### config.mk
export PLATFORM = sky130hd
export DESIGN_NAME = fetch_unit
export DESIGN_NICKNAME = d
export VERILOG_FILES = /design/src/rtl/fetch_unit.sv
export SDC_FILE = /design/constraint.sdc
export NUM_CORES = 1
export LEC_CHECK = 0
export BUFFER_PORTS_ARGS = -buffer_cell sky130_fd_sc_hd__buf_2
export CAP_MARGIN = 20
export CORE_ASPECT_RATIO = 2
export CORE_MARGIN = 2
export CORE_UTILIZATION = 25
export DETAILED_ROUTE_END_ITERATION = 10
export GPL_TIMING_DRIVEN = 1
export SLEW_MARGIN = 20
export SYNTH_ARGS = -nofsm -noshare
export SYNTH_HDL_FRONTEND = slang
export SYNTH_SLANG_ARGS = --single-unit
### constraint.sdc
create_clock -name Clk -period 6.3 [get_ports Clk]
set_input_delay 0.945 -clock Clk [delete_from_list [all_inputs] [get_ports Clk]]
set_output_delay 0.945 -clock Clk [all_outputs]
set_load 0.01 [all_outputs]
### src/rtl/fetch_unit.sv
// Instruction fetch stage: one outstanding memory request, IF/ID write control,
// hold of a returned word across decode stalls, and branch redirect with stale-response drain.
module fetch_unit #(
    parameter logic [31:0] RESET_PC = 32'h0000_0000,
    parameter logic [31:0] NOP_WORD = 32'h0000_0000
) (
    input  logic        Clk,
    input  logic        Reset,
    input  logic        Stall,
    input  logic        BranchTaken,
    input  logic [31:0] BranchTarget,
    output logic        MemReq,
    output logic [31:0] MemAddr,
    input  logic        MemReady,
    input  logic [31:0] MemData,
    output logic [31:0] PCOut,
    output logic [31:0] PCAddedOut,
    output logic [31:0] InstructionOut,
    output logic        IFIDWrite
);

    typedef enum logic [1:0] {FETCH, WAIT, HOLD, DRAIN} state_t;

    state_t      state, state_next;
    logic [31:0] pc, pc_next;
    logic [31:0] hold_word, hold_next;
    logic [31:0] pc_plus4;

    assign pc_plus4 = pc + 32'd4;

    always_ff @(posedge Clk) begin
        if (Reset) begin
            state     <= FETCH;
            pc        <= RESET_PC;
            hold_word <= '0;
        end else begin
            state     <= state_next;
            pc        <= pc_next;
            hold_word <= hold_next;
        end
    end

    always_comb begin
        state_next     = state;
        pc_next        = pc;
        hold_next      = hold_word;
        MemReq         = 1'b0;
        MemAddr        = pc;
        PCOut          = '0;
        PCAddedOut     = '0;
        InstructionOut = NOP_WORD;
        IFIDWrite      = !Stall;

        if (Reset) begin
            IFIDWrite      = 1'b0;
            InstructionOut = '0;
        end else if (BranchTaken) begin
            // Flush: write a bubble; a response still in flight must be drained first
            IFIDWrite = 1'b1;
            pc_next   = BranchTarget;
            if ((state == WAIT || state == DRAIN) && !MemReady)
                state_next = DRAIN;
            else
                state_next = FETCH;
        end else begin
            case (state)
                FETCH: begin
                    MemReq     = 1'b1;
                    state_next = WAIT;
                end
                WAIT: begin
                    if (MemReady) begin
                        if (!Stall) begin
                            InstructionOut = MemData;
                            PCOut          = pc;
                            PCAddedOut     = pc_plus4;
                            IFIDWrite      = 1'b1;
                            pc_next        = pc_plus4;
                            state_next     = FETCH;
                        end else begin
                            hold_next  = MemData;
                            state_next = HOLD;
                        end
                    end
                end
                HOLD: begin
                    if (!Stall) begin
                        InstructionOut = hold_word;
                        PCOut          = pc;
                        PCAddedOut     = pc_plus4;
                        IFIDWrite      = 1'b1;
                        pc_next        = pc_plus4;
                        state_next     = FETCH;
                    end
                end
                DRAIN: begin
                    if (MemReady)
                        state_next = FETCH;
                end
                default: state_next = FETCH;
            endcase
        end
    end

endmodule

==> results_dict.tcl <==
set metrics [dict create \
    finalClockSkew_ns 0.00757 \
    cellInternalPower_uw 810 \
    max_clock_freq_ghz 0.217 \
    area_growth_pct 30.1 \
    post_cts.repair.setup_buffers 0 \
    netlist_top_cells_area "sky130_fd_sc_hd__dfxtp_1, sky130_fd_sc_hd__nand2_1, sky130_fd_sc_hd__nor2_1" \
    placeableCoreArea_um2 17700 \
    synth-adder-area-share_pct 1.68 \
    finalHoldWorstSlack_ns 0.455 \
    floorplan.die.width_um 98.7 \
    synth_top_area_share_pct 29.5 \
    io_buffer_count 198 \
    gp_congestion 0.747 \
    p_sw_share_pct 28.3 \
    finalNetCount 859 \
    syn-cell-area_um2 4480 \
    timing.max_slew.rel_slack_pct 48.2 \
    h-tree-depth 3 \
    cts_tree "yes" \
    post_synth_mux_area_share_pct 2.65 \
    powerDensity_nw_per_um2 194 \
    grt_usage_pct 17.5 \
    routedWlPerCell_um 17.1 \
    critPathRequiredTime_ns 5.35 \
    yosys_register_bits 66 \
    post_dp_cell_area_um2 5540 \
    leading_cell_type_in_the_layout_fill_and_taps_excluded "sky130_fd_sc_hd__buf_2" \
    grt_first_pass_wirelength_um 26600 \
    synth_simple_gate_area_share_pct 34.6 \
    path_clk_slew_ns 0.05 \
    drt_pass1_iterations 4 \
    num_antenna_cells 0 \
    crit-reg2reg-launch "MemAddr[2]" \
    synthDistinctLibCells 48 \
    maxSlewViolCount 0 \
    power_leakage_uw 0.00238 \
    maxCapViolations 0 \
    postLayoutCoreUtil_pct 32.9 \
    crit_path_start_kind "input port" \
    postSynthNetCount 706 \
    num_rows 69 \
    r2r_setup_slack_ns 3.48 \
    final_antenna_net_count 0 \
    asyncSetResetFlopFracSynth_pct 0 \
    hold_start "hold_word[22]" \
    report.final.hold_viol_count 0 \
    drt_drc_violations_left 0 \
    worst_setup_path_end_kind "primary output" \
    synth_compound_gate_area_share_pct 21.8 \
    rr_endpoint "MemAddr[20]" \
    post-synth-top-area-cell "sky130_fd_sc_hd__dfxtp_1" \
    cts-buffers-inserted 9 \
    rsz0062_at_grt "false" \
    worst_pin_slew_ns 0.777 \
    report.power.total_uw 1130 \
    most-common-layout-cells "sky130_fd_sc_hd__buf_2, sky130_fd_sc_hd__nand2_1, sky130_fd_sc_hd__nor2_1" \
    synth_xor_xnor_area_share_pct 3.13 \
    setup.worst_path.end "PCAddedOut[25]" \
    r2r_cells 5 \
    hpwlAfterDp_um 12500 \
    startpoint "BranchTaken" \
    cp_data_arrival_time_ns 3.66 \
    totalNegativeSetupSlack_ns 0 \
    master_cell_of_the_clock_root_buffer "sky130_fd_sc_hd__clkbuf_16" \
    ys_dominant_reg_cell "sky130_fd_sc_hd__dfxtp_1" \
    drt-total-wl_um 17100 \
    starting_utilization_of_the_core_area_pct 25.3 \
    postCtsResizedCells 0 \
    clkLatencyLatePin_ns 0.34 \
    p_switching_uw 319 \
    initial_antenna_violation_count 0 \
    number_of_global_route_vias_before_repair 5020 \
    critPathMaxFanout 34 \
    synthesis.instances 631 \
    top_level_ports 199 \
    number_of_instances_on_the_worst_hold_path 2 \
    via_per_inst 5.17 \
    drt_iter0_markers 165 \
    grt-ovfl-total 0 \
    share_seq_of_total_power_pct 41.8 \
    grt_max_degree 50 \
    power.share.combinational_pct 13.1 \
    cts.path.max_buffers 2 \
    hold_path_class "register to register" \
    final_cell_area_um2 5830 \
    critical_path_class "input port to primary output" \
    full_die_area_um2 19100 \
    power_frac_clock_pct 45.1 \
    ir_worst_vdd_v 0.000123 \
    ys_warn_count 0 \
    period_utilization_pct 73.2 \
    number_of_synthesized_flops_with_an_enable_pin 0 \
    share_of_post_route_cells_with_drive_strength_above_1_pct 30.6 \
    postSynthAreaPerCell_um2 7.10 \
    setup_violations 0 \
    final_period_minus_worst_setup_slack_ns 4.61 \
    floorplan.die.height_um 193 \
    tritoncts_num_sinks 66 \
    cts-hold-fix-buffers 0 \
    status "finished, final reports clean" \
    synth_seq_area_share_pct 29.5 \
    vias 5175 \
    dominant_combinational_cell_family_by_area_after_synthesis "simple AND/OR/NAND/NOR gates" \
]
## per-stage QoR
| stage | std cells | setup WS [ns] |
|---|---|---|
| CTS | 1001 | 1.65 |
| detailed placement | 986 | 1.65 |
| global route | 1001 | 1.48 |
| finish | 1001 | 1.69 |
| floorplan | 631 | 2.65 |
| global placement | 986 | 1.72 |
## per-layer routing
layer | up-vias | part of all wire, % | global-route usage (%) | routed length (um)
li1 | 2573 | - | - | -
met4 | 0 | 2.2 | 7.81 | 372
met5 | - | 0 | 0 | 0
met3 | 21 | 4.4 | 2.82 | 744
met1 | 2432 | 36 | 17.2 | 6200
met2 | 149 | 57 | 34.4 | 9760
## cells by family (layout without fill, tap and decap cells)
family / after synthesis / count (layout)
and+or+nand+nor: 306 / 306
AOI/OAI and AO/OA: 152 / 152
buffers and inverters: 74 / 231
DFF: 66 / 66
xor gates and xnor gates: 16 / 16
muxes: 11 / 11
adders and majority gates: 6 / 6
## flip-flops by register name (all words and copies together), names as in the netlist
register,flops
state,2
MemAddr,32
hold_word,32
## worst min-delay path by stage
stage                     slack (ns)       endpoint
after global placement          0.44  hold_word[18]
after detailed placement        0.45  hold_word[11]
after floorplan                 0.44   hold_word[0]
after global routing            0.47   hold_word[3]
after CTS                       0.46  hold_word[11]
final                           0.45  hold_word[22]
## area by class of cell
class | instances | area (um^2)
Inverter | 10 | 37.5
Clock inverter | 3 | 40.0
Sequential cell | 66 | 1320
Timing Repair Buffer | 206 | 1050
Clock buffer | 12 | 246
Multi-Input combinational cell | 491 | 2870
Fill cell | 1983 | 11900
Tap cell | 213 | 267
## power by group through the flow
stage / clock, uW / sequential [uW] / combinational [uW]
2_1_floorplan: 0 / 470 / 85.9
3_3_place_gp: 0 / 480 / 148
3_5_place_dp: 0 / 481 / 149
4_1_cts: 525 / 471 / 150
5_1_grt: 539 / 476 / 165
6_report: 510 / 472 / 148
## Yosys cell counts (3+ instances only)
master                     instances
sky130_fd_sc_hd__buf_2             4
sky130_fd_sc_hd__a22oi_1          32
sky130_fd_sc_hd__o31ai_1          13
sky130_fd_sc_hd__mux2_2            7
sky130_fd_sc_hd__a211oi_1          9
sky130_fd_sc_hd__inv_1            10
sky130_fd_sc_hd__a311oi_1         14
sky130_fd_sc_hd__a221oi_1          3
sky130_fd_sc_hd__clkbuf_1         51
sky130_fd_sc_hd__buf_1             6
sky130_fd_sc_hd__a21oi_1          51
sky130_fd_sc_hd__dfxtp_1          66
sky130_fd_sc_hd__and2_1           32
sky130_fd_sc_hd__nand3_1          13
sky130_fd_sc_hd__or3_1            15
sky130_fd_sc_hd__mux2i_1           4
sky130_fd_sc_hd__nor3_1            4
sky130_fd_sc_hd__nor2_1           81
sky130_fd_sc_hd__nand2_1          87
sky130_fd_sc_hd__nor4_1           11
sky130_fd_sc_hd__or3_2             6
sky130_fd_sc_hd__xor2_1           10
sky130_fd_sc_hd__and4_1            5
sky130_fd_sc_hd__xnor2_1           6
sky130_fd_sc_hd__o21ai_0          23
sky130_fd_sc_hd__ha_1              6
sky130_fd_sc_hd__or4_1            14
sky130_fd_sc_hd__nor3b_1           5
sky130_fd_sc_hd__nand4_1          19
## critical path, cell delays in order
cell                     delay, ns
sky130_fd_sc_hd__buf_2        0.28
sky130_fd_sc_hd__or4b_2       1.12
sky130_fd_sc_hd__nor2_2       0.54
sky130_fd_sc_hd__buf_4        0.30
sky130_fd_sc_hd__and2_1       0.17
sky130_fd_sc_hd__mux2_2       0.15
sky130_fd_sc_hd__buf_2        0.12
No activity file was read; power rests on OpenSTA's default activity.
